### config.mk
export PLATFORM = sky130hd
export DESIGN_NAME = datapath_run_ctrl
export DESIGN_NICKNAME = d
export VERILOG_FILES = /design/src/rtl/datapath_run_ctrl_pkg.sv /design/src/rtl/datapath_run_ctrl_rise_detect.sv /design/src/rtl/datapath_run_ctrl.sv
export SDC_FILE = /design/constraint.sdc
export NUM_CORES = 1
export LEC_CHECK = 0
export CORE_MARGIN = 2
export CORE_UTILIZATION = 47
export DETAILED_ROUTE_END_ITERATION = 8
export GPL_TIMING_DRIVEN = 0
export PLACE_DENSITY = 0.9
export SYNTH_ARGS = -nofsm -noshare
export SYNTH_HDL_FRONTEND = slang
export SYNTH_HIERARCHICAL = 1
export SYNTH_SLANG_ARGS = --single-unit
### constraint.sdc
create_clock -name clk -period 3.03 [get_ports clk]
set_clock_uncertainty 0.05 [all_clocks]
set_input_delay 0.7575 -clock clk [delete_from_list [all_inputs] [get_ports clk]]
set_output_delay 0.7575 -clock clk [all_outputs]
set_load 0.1 [all_outputs]
### src/rtl/datapath_run_ctrl_pkg.sv
// Shared constants for the datapath run/reset sequencer: state encoding and default timing.
package datapath_run_ctrl_pkg;

  typedef enum logic [2:0] {
    StIdle     = 3'd0,
    StReset    = 3'd1,
    StRun      = 3'd2,
    StStepWait = 3'd3,
    StStep     = 3'd4,
    StDone     = 3'd5
  } run_state_e;

  localparam int unsigned DefaultRstCycles = 4;
  localparam int unsigned DefaultMaxCycles = 1000;

endpackage

### src/rtl/datapath_run_ctrl_rise_detect.sv
// Registered rising-edge detector with synchronous reset; rise is high while din=1 after a 0 sample.
module rise_detect (
  input  logic clk,
  input  logic rst,
  input  logic din,
  output logic rise
);

  logic prev_q;

  always_ff @(posedge clk) begin
    if (rst) begin
      prev_q <= 1'b0;
    end else begin
      prev_q <= din;
    end
  end

  assign rise = din & ~prev_q;

endmodule

### src/rtl/datapath_run_ctrl.sv
// Run/reset sequencer for the single-cycle datapath: timed core reset, free-run or single-step
// execution enable, stop on halt or cycle budget, with cycle count and final PC reporting.
module datapath_run_ctrl
  import datapath_run_ctrl_pkg::*;
#(
  parameter int unsigned RST_CYCLES = DefaultRstCycles,
  parameter int unsigned CNT_W      = 32,
  parameter int unsigned MAX_CYCLES = DefaultMaxCycles,
  parameter int unsigned PC_W       = 32
) (
  input  logic             clk,
  input  logic             rst,
  input  logic             start,
  input  logic             step_mode,
  input  logic             step_req,
  input  logic             halt_req,
  input  logic [PC_W-1:0]  pc_in,
  output logic             core_rst,
  output logic             core_en,
  output logic [CNT_W-1:0] cycle_count,
  output logic             done,
  output logic             timeout,
  output logic [PC_W-1:0]  last_pc
);

  localparam int unsigned RcW = $clog2(RST_CYCLES + 1);
  localparam bit BudgetOn = (MAX_CYCLES != 0);
  // Budget is checked against the pre-increment count so the triggering cycle is counted.
  localparam logic [CNT_W-1:0] BudgetLast = CNT_W'(MAX_CYCLES - 1);

  run_state_e       state_q;
  logic [RcW-1:0]   rst_cnt_q;
  logic [CNT_W-1:0] cycle_count_q;
  logic             timeout_q;
  logic [PC_W-1:0]  last_pc_q;

  logic             step_rise;
  logic [CNT_W-1:0] count_inc;
  logic             hit_budget;

  rise_detect u_step_rise (
    .clk  (clk),
    .rst  (rst),
    .din  (step_req),
    .rise (step_rise)
  );

  assign count_inc  = (&cycle_count_q) ? cycle_count_q : cycle_count_q + CNT_W'(1);
  assign hit_budget = BudgetOn && (cycle_count_q == BudgetLast);

  always_ff @(posedge clk) begin
    if (rst) begin
      state_q       <= StIdle;
      rst_cnt_q     <= '0;
      cycle_count_q <= '0;
      timeout_q     <= 1'b0;
      last_pc_q     <= '0;
    end else begin
      unique case (state_q)
        StIdle: begin
          if (start) begin
            state_q       <= StReset;
            rst_cnt_q     <= RcW'(RST_CYCLES);
            cycle_count_q <= '0;
          end
        end
        StReset: begin
          if (rst_cnt_q == RcW'(1)) begin
            state_q <= step_mode ? StStepWait : StRun;
          end else begin
            rst_cnt_q <= rst_cnt_q - RcW'(1);
          end
        end
        StRun, StStep: begin
          cycle_count_q <= count_inc;
          if (halt_req) begin
            state_q   <= StDone;
            timeout_q <= 1'b0;
            last_pc_q <= pc_in;
          end else if (hit_budget) begin
            state_q   <= StDone;
            timeout_q <= 1'b1;
            last_pc_q <= pc_in;
          end else if (state_q == StStep || step_mode) begin
            state_q <= StStepWait;
          end
        end
        StStepWait: begin
          if (!step_mode) begin
            state_q <= StRun;
          end else if (step_rise) begin
            state_q <= StStep;
          end
        end
        StDone: begin
          if (start) begin
            state_q       <= StReset;
            rst_cnt_q     <= RcW'(RST_CYCLES);
            cycle_count_q <= '0;
            timeout_q     <= 1'b0;
          end
        end
        default: state_q <= StIdle;
      endcase
    end
  end

  assign core_rst    = (state_q == StIdle) || (state_q == StReset);
  assign core_en     = (state_q == StRun) || (state_q == StStep);
  assign done        = (state_q == StDone);
  assign cycle_count = cycle_count_q;
  assign timeout     = timeout_q;
  assign last_pc     = last_pc_q;

endmodule

## Yosys cells after proc, flatten, opt, wreduce, memory -nomap -nowiden

Index checks and enable logic that the tools add are counted.

- Register bits after elaboration: 72
- Output and inout port bits: 68
- Logic and storage cells: 62

- Eq/ne operators: 15
- Bitwise operators: 2
- Mux-type cells: 21
- Add/sub/neg operators: 2
- Reductions and logical operators: 16

Operators by type and width:

| cell | number |
|---|---|
| $mux 32 | 4 |
| $pmux 32 s2 | 1 |
| $add 32x1->32 const B | 1 |
| $eq 32x10->1 const B | 1 |
| $reduce_and 32->1 | 1 |
| $mux 3 | 9 |
| $pmux 3 s4 | 1 |
| $reduce_and 3->1 | 3 |
| $ne 2x2->1 const B | 4 |
| $reduce_bool 2->1 | 4 |
| $eq 3x1->1 const B | 2 |
| $eq 3x2->1 const B | 2 |
| $eq 3x3->1 const B | 2 |
| $ne 3x3->1 const B | 2 |
| $pmux 3 s2 | 1 |
| $mux 1 | 4 |
| $ne 4x4->1 const B | 1 |
| $reduce_and 4->1 | 1 |
| $reduce_or 2->1 | 2 |
| $logic_not 3->1 | 1 |
| $logic_or 1x1->1 | 3 |
| $sub 3x1->3 const B | 1 |
| $ne 2x1->1 const B | 1 |
| $pmux 1 s2 | 1 |
| 3 further kinds | 3 |

## Longest topological paths before layout

Gate-level depths: netlist (run 1).

- Depth in word-level cells: 6
- Gate-level depth with buffers: 8

## Cells and area by module

Netlist (run 1), hierarchy kept.

Modules (own cells, without submodules):

| module | times used | seq. area each (µm²) | area an instance (µm²) | cells each |
|---|---|---|---|---|
| datapath_run_ctrl | 1 | 1421.4 | 3587.2 | 447 |
| rise_detect | 1 | 20.0 | 47.5 | 3 |

## Worst setup path after synthesis (run 1)

Ideal clock, no wire load.

- Kind: register to register
- From: register cycle_count_q[0], in the netlist cycle_count[0]
- To: register cycle_count_q[26], in the netlist cycle_count[26]
- Setup time: 0.070 ns
- Cell stages (with the launch flop): 7
- Data arrival time: 2.677 ns
- Buffers on the path: 0
- Setup slack: 0.233 ns
- Period minus slack after synthesis: 2.797 ns
- Path through: dfxtp_1 ha_1 and4_1 nand4_1 o311ai_1 o21ai_0 a21oi_1

- Cells in the longest elaborated chain, start to end: 3

RTL lines:

| what | RTL line | source |
|---|---|---|
| start, declared | datapath_run_ctrl.sv:33 | `logic [CNT_W-1:0] cycle_count_q;` |
| start signal, assigned | datapath_run_ctrl.sv:75 | `cycle_count_q <= count_inc;` |
| $add 32x1->32 / $reduce_and 32->1 (equally long branches) | datapath_run_ctrl.sv:48 | `assign count_inc = (&cycle_count_q) ? cycle_count_q : cycle_count_q + CNT_W'(1);` |
| $mux 32 / $ne 2x2->1 (equally long branches) | -- |  |
| $pmux 32 s2 / $reduce_and 3->1 (equally long branches) | -- |  |

Parallel ways exist; a longest one is shown, timed or not. The select of a mux whose other input is x is not followed.
A chain may end at the register's enable or synchronous reset.

## Final worst setup path (run 1)

- From: register state_q[1]
- To: output port core_rst

- Cells in the longest elaborated chain, start to end: 2

RTL lines:

| what | RTL line | source |
|---|---|---|
| start, declared | datapath_run_ctrl.sv:31 | `run_state_e state_q;` |
| start signal, assigned | datapath_run_ctrl.sv:53 | `state_q <= StIdle;` |
| start signal, assigned | datapath_run_ctrl.sv:62 | `state_q <= StReset;` |
| start signal, assigned | datapath_run_ctrl.sv:69 | `state_q <= step_mode ? StStepWait : StRun;` |
| $eq 3x1->1 / $logic_not 3->1 (equally long branches) | datapath_run_ctrl.sv:108 | `assign core_rst = (state_q == StIdle) \|\| (state_q == StReset);` |
| $logic_or 1x1->1 * | datapath_run_ctrl.sv:108 |  |
| end, declared | datapath_run_ctrl.sv:18 | `output logic core_rst,` |

Mark *: on every way between the ends. The rest lies on a longest branch, timed or not.

==> flow_summary.json, run 1 <==
{
  "yosysTopAreaCell": "dfxtp_1",
  "ioPinCount": 106,
  "drt_iter0_markers": 355,
  "grt_setup_unrepaired": "no",
  "dpl.hpwl_um": 8355,
  "final_cell_count_no_fill": 672,
  "fin_crit_sh_pct": 97.32,
  "grt_max_degree": 14,
  "viasPerCell": 6.189,
  "cp-end-kind": "output pin",
  "start_util_pct": 47.78,
  "maxCapViolCount": 0,
  "root_buffer": "clkbuf_8",
  "finalHoldViolations": 0,
  "crit_type": "reg2out",
  "crit_fanout": 10,
  "post_cts_buffers": 0,
  "via_count": 4159,
  "grt_pass1_wl_um": 18620,
  "die_width_um": 91.94,
  "vdd_drop_max_mv": 0.3652,
  "clk_latency_ns": 0.36,
  "tightest_slew_ns": 1.002,
  "grt-ovfl-total": 0,
  "p_int_mw": 1.433,
  "synth-edff-count": 0,
  "layout-area-overhead-vs-synth_pct": 36.80,
  "wl_um": 11590,
  "die_area_um2": 8453,
  "ant_nets": 0,
  "drive_gt1_share_pct": 7.018,
  "cp_data_required_time_ns": 2.22,
  "final_util_pct": 65.36,
  "yosys_register_bits": 72,
  "diodes": 0,
  "path_clk_slew_ns": 0.08,
  "std_cell_rows": 32,
  "routed-wl-met3_um": 921,
  "gp_congestion": 0.9528,
  "holdWs_ns": 0.4270,
  "cts_buffers": 9,
  "hold_class": "reg2reg",
  "max_freq_mhz": 339.1,
  "period_needed_ns": 2.949,
  "critPathArrivalTime_ns": 2.14,
  "die_h_um": 91.94,
  "top_layer_used": "met4",
  "switching_share_pct": 35.33,
  "p_seq_share_pct": 44.9,
  "port_buffers": 104,
  "cp-start-kind": "register",
  "p_switching_uw": 782.7,
  "synth-async-reset-ratio_pct": 0,
  "ys_types": 53,
  "cts_sinks": 72,
  "pwr_density_cell_nw_per_um2": 445.5,
  "dr.pass1.iters": 5,
  "synth_area_um2": 3635,
  "antenna_found_initial": 0,
  "core-area_um2": 7607,
  "place_inst": 656,
  "grt_use_total_pct": 26.93,
  "cts_tree": "built",
  "setup_viol": 0,
  "wl_met1_um": 4988,
  "slew_headroom_pct": 33.01,
  "syn_inst": 450,
  "p_clk_share_pct": 31.2,
  "synth_top_flop_cell": "dfxtp_1",
  "p_leak_nw": 1.604,
  "syn-num-nets": 491,
  "post_synth.cell_area_avg_um2": 8.077,
  "final_max_slew_viol_count": 0,
  "grt_pass1_vias": 3897,
  "cts_buffer_depth": 2,
  "wl_per_cell_um": 17.25,
  "htreeDepth": 3,
  "nets": 606,
  "synth.area.top_cells": "dfxtp_1, a21oi_1, o21ai_0",
  "drc_errors": 0,
  "yosysSeqAreaShare_pct": 39.66,
  "status": "complete, no violations",
  "wl_met2_um": 5330,
  "pwr-share-comb_pct": 23.9,
  "synth_warnings": 6,
  "synth_top_area_share_pct": 39.66
}
cells by family after synthesis:
group / Yosys count / share of synthesized area (%)
flops: 72 / 39.66
buf+inv: 45 / 5.301
mux: 1 / 0.2754
fa+ha+maj: 3 / 1.033
simple gates: 172 / 27.78
xor+xnor: 4 / 0.9640
compound gates: 153 / 24.99
worst max-delay path, stage by stage (launching register included):
cell	delay [ns]
dfxtp_1	0.33
buf_2	0.19
nor2_1	0.12
clkdlybuf4s50_1	1.14
synth_stat cells, drive strengths merged, types with 2 or more instances:
master  number
nor3b        2
buf         11
o21a         4
o21ai       53
xor2         3
o31ai        6
o21ba        2
and3         4
clkbuf      21
or3         11
nand2       18
a21oi       57
and2         3
a21o         2
nor2        17
nor3         5
nor4b        4
a31oi        4
o311ai       3
or4         10
nand4       19
o31a         4
o211a        3
and4         5
ha           3
a211o        2
nand3       48
nor4        10
nor2b        3
o2111a       2
dfxtp       72
inv         13
nand4b       5
nand2b       3
o211ai       6
or2          4
final timing paths:
kind / slack (ns) / endpoint / from / depth (start not counted)
worst max-delay path: 0.08 / core_rst / state_q[1]$_SDFFE_PP0P_ / 3
worst min register to register: 0.43 / last_pc[11]$_SDFFE_PP0P_ / last_pc[11]$_SDFFE_PP0P_ / 2
worst min-delay path: 0.43 / last_pc[11]$_SDFFE_PP0P_ / last_pc[11]$_SDFFE_PP0P_ / 2
worst max register to register: 0.43 / cycle_count[18]$_SDFFE_PP0P_ / cycle_count[9]$_SDFFE_PP0P_ / 5
sequential cells by signal (all words and copies together), names as in the netlist:
name / cells
cycle_count: 32
last_pc: 32
rst_cnt_q: 3
state_q: 3
timeout: 1
u_step_rise/prev_q: 1
power groups by stage:
stage	combinational [mW]	clock (mW)	sequential, mW
after floorplan	0.228	0	1.14
after global placement	0.508	0	1.01
after detailed placement	0.521	0	1.02
after CTS	0.523	0.696	0.994
after global routing	0.562	0.731	0.998
final	0.529	0.692	0.994
through the flow:
stage	setup TNS (ns)	area [um^2]	setup slack [ns]	power (mW)
global placement	-0.1162	4803	-0.1162	1.522
global route	0	4972	0.003445	2.291
detailed placement	-0.1578	4803	-0.1578	1.537
finish	0	4972	0.08119	2.215
floorplan	0	3635	0.2332	1.371
CTS	0	4976	0.05299	2.212
area by class of cell:
cell class	instances	area, um^2
Inverter	13	48.80
Timing Repair Buffer	104	1037
Fill cell	630	2635
Sequential cell	72	1441
Buffer	32	143.9
Tap cell	102	127.6
Clock buffer	10	127.6
Clock inverter	6	45.04
Multi-Input combinational cell	333	2001
routing by layer:
layer / GRT usage [%] / up-vias
met5: 0 / -
met4: 12.94 / 0
met3: 5.505 / 41
met2: 41.73 / 204
met1: 35.87 / 1978
li1: - / 1936
repair_timing:
action                                  4_1_cts  5_1_grt
hold buffers                                  0        0
resized for setup                             4        3
endpoints found under the setup margin        2        1
placed cells by master, fill, tap and decap left out, types with 3 or more instances in the layout:
cell             synthesis  final
nand4b_1                 5      5
ha_1                     3      3
and3_1                   4      4
nand2b_1                 3      3
a21oi_1                 57     57
inv_1                   13     13
or4_1                    8      8
o31a_1                   4      4
nor4b_1                  4      4
o211ai_1                 6      6
or2_2                    3      3
buf_4                    3      3
buf_2                    8      8
nand2_1                 18     18
nor3_1                   5      5
o21a_1                   4      4
nor2_1                  17     17
clkbuf_8                 0      9
clkdlybuf4s50_1          0    102
clkbuf_1                19     20
clkinvlp_4               0      3
xor2_1                   3      3
o21ai_0                 53     53
dfxtp_1                 72     72
and2_1                   3      3
nand3_1                 48     48
a31oi_1                  4      4
nand4_1                 18     18
o211a_1                  3      3
or3_1                   10     10
o31ai_1                  6      6
and4_1                   5      5
nor4_1                  10     10
Note: power is estimated with default switching activity, not from simulation.
==> run 2, diff against run 1 <==
Settings changed: CAP_MARGIN set to 20.
==> results of run 2 <==
The final DEF is identical to that of run 1; final timing and power are the same.
==> run 3, diff against run 2 <==
Settings changed: CORE_MARGIN 2 to 3, CORE_UTILIZATION 47 to 48, PLACE_DENSITY 0.9 to 0.92.
==> flow_summary.json, run 3 (same netlist as run 1, synthesis figures left out) <==
{
  "status": "complete, no violations",
  "slew_headroom_pct": 32.06,
  "dpl.hpwl_um": 8661,
  "grt_max_degree": 15,
  "final_util_pct": 68.50,
  "critPathArrivalTime_ns": 2.13,
  "gp_congestion": 0.9563,
  "grt_use_total_pct": 27.50,
  "ioPinCount": 106,
  "setup_viol": 0,
  "grt_setup_unrepaired": "no",
  "root_buffer": "clkbuf_8",
  "final_cell_count_no_fill": 669,
  "cts_sinks": 72,
  "finalPower_mw": 2.316,
  "tightest_slew_ns": 1.016,
  "dr.pass1.iters": 6,
  "via_count": 4197,
  "die_h_um": 93.02,
  "fin_crit_sh_pct": 96.99,
  "antenna_found_initial": 0,
  "post_dp_cell_area_um2": 4800,
  "cp-start-kind": "register",
  "p_leak_nw": 1.626,
  "die_area_um2": 8653,
  "cp_data_required_time_ns": 2.22,
  "drive_gt1_share_pct": 7.193,
  "grt_pass1_vias": 3997,
  "path_clk_slew_ns": 0.09,
  "seq_area_um2": 1441,
  "ant_nets": 0,
  "drt_iter0_markers": 419,
  "cts_buffer_depth": 2,
  "nets": 606,
  "layout_common_cells": "clkdlybuf4s50_1, dfxtp_1, a21oi_1, o21ai_0, nand3_1",
  "diodes": 0,
  "layout-area-overhead-vs-synth_pct": 37.42,
  "hold_class": "reg2reg",
  "grt-ovfl-total": 0,
  "maxCapViolCount": 0,
  "htreeDepth": 3,
  "crit_type": "reg2out",
  "finalHoldViolations": 0,
  "port_buffers": 104,
  "multi_input_area_um2": 2001,
  "wl_per_cell_um": 18.14,
  "postCtsHoldBufs": 0,
  "max_freq_mhz": 340.3,
  "crit_fanout": 10,
  "wl_um": 12130,
  "viasPerCell": 6.274,
  "clk_latency_ns": 0.35,
  "drc_errors": 0,
  "fillers": 594,
  "holdWs_ns": 0.4257,
  "cts_tree": "built",
  "die_width_um": 93.02,
  "core-area_um2": 7292,
  "final_max_slew_viol_count": 0,
  "start_util_pct": 49.85,
  "std_cell_rows": 31,
  "place_inst": 653,
  "pwr_density_cell_nw_per_um2": 463.7,
  "period_needed_ns": 2.939,
  "vdd_drop_max_mv": 0.2396,
  "cts_buffers": 9,
  "final_common_cell": "clkdlybuf4s50_1",
  "finalInstanceArea_um2": 4995,
  "cp-end-kind": "output pin",
  "grt_pass1_wl_um": 19310
}
==> run 3: final cells by class <==
cell class,count,share of cell area [%]
tap,99,2.480
buffer,32,2.881
inverter,13,0.9770
clock inverter,7,1.553
multi-input combinational,333,40.06
sequential,72,28.86
timing repair buffer,104,20.72
clock buffer,9,2.480
==> run 3: through the flow <==
step	TNS, ns	setup WS (ns)
3_5_place_dp	-0.2158	-0.2158
5_1_grt	0	0.003617
6_report	0	0.09107
3_3_place_gp	-0.1858	-0.1858
4_1_cts	0	0.007442
2_1_floorplan	0	0.2332
==> run 3: what timing repair did <==
action	4_1_cts	5_1_grt
endpoints found under the setup margin	2	1
setup buffers	0	0
gates resized for setup	5	1
==> run 3: path summary, 6_finish.rpt <==
kind	start	endpoint	slack [ns]	cells after the start
hold / removal	last_pc[1]$_SDFFE_PP0P_	last_pc[1]$_SDFFE_PP0P_	0.43	2
hold reg to reg	last_pc[1]$_SDFFE_PP0P_	last_pc[1]$_SDFFE_PP0P_	0.43	2
setup / recovery	state_q[1]$_SDFFE_PP0P_	core_en	0.09	4
setup reg to reg	cycle_count[9]$_SDFFE_PP0P_	cycle_count[6]$_SDFFE_PP0P_	0.51	7
==> run 3: where the power goes <==
part           leakage, nW  switching (mW)  internal, mW  total, mW
sequential           0.582          0.0173         0.976      0.993
combinational        0.944           0.378         0.157      0.535
clock                0.101           0.399         0.389      0.788
total                 1.63           0.794          1.52       2.32
==> run 3: critical path: stages (launching register included) <==
cell	delay [ns]
dfxtp_1	0.35
xor2_1	0.27
and2_1	0.26
clkbuf_1	0.38
buf_2	0.51
==> run 3: layer usage <==
metal  part of all wire [%]  track usage (%)  vias to the layer above
met2                     49            44.87                      239
met1                     40            35.76                     1984
li1                       -                -                     1932
met5                      0                0                        -
met3                    8.3            4.666                       42
met4                    3.1            11.97                        0
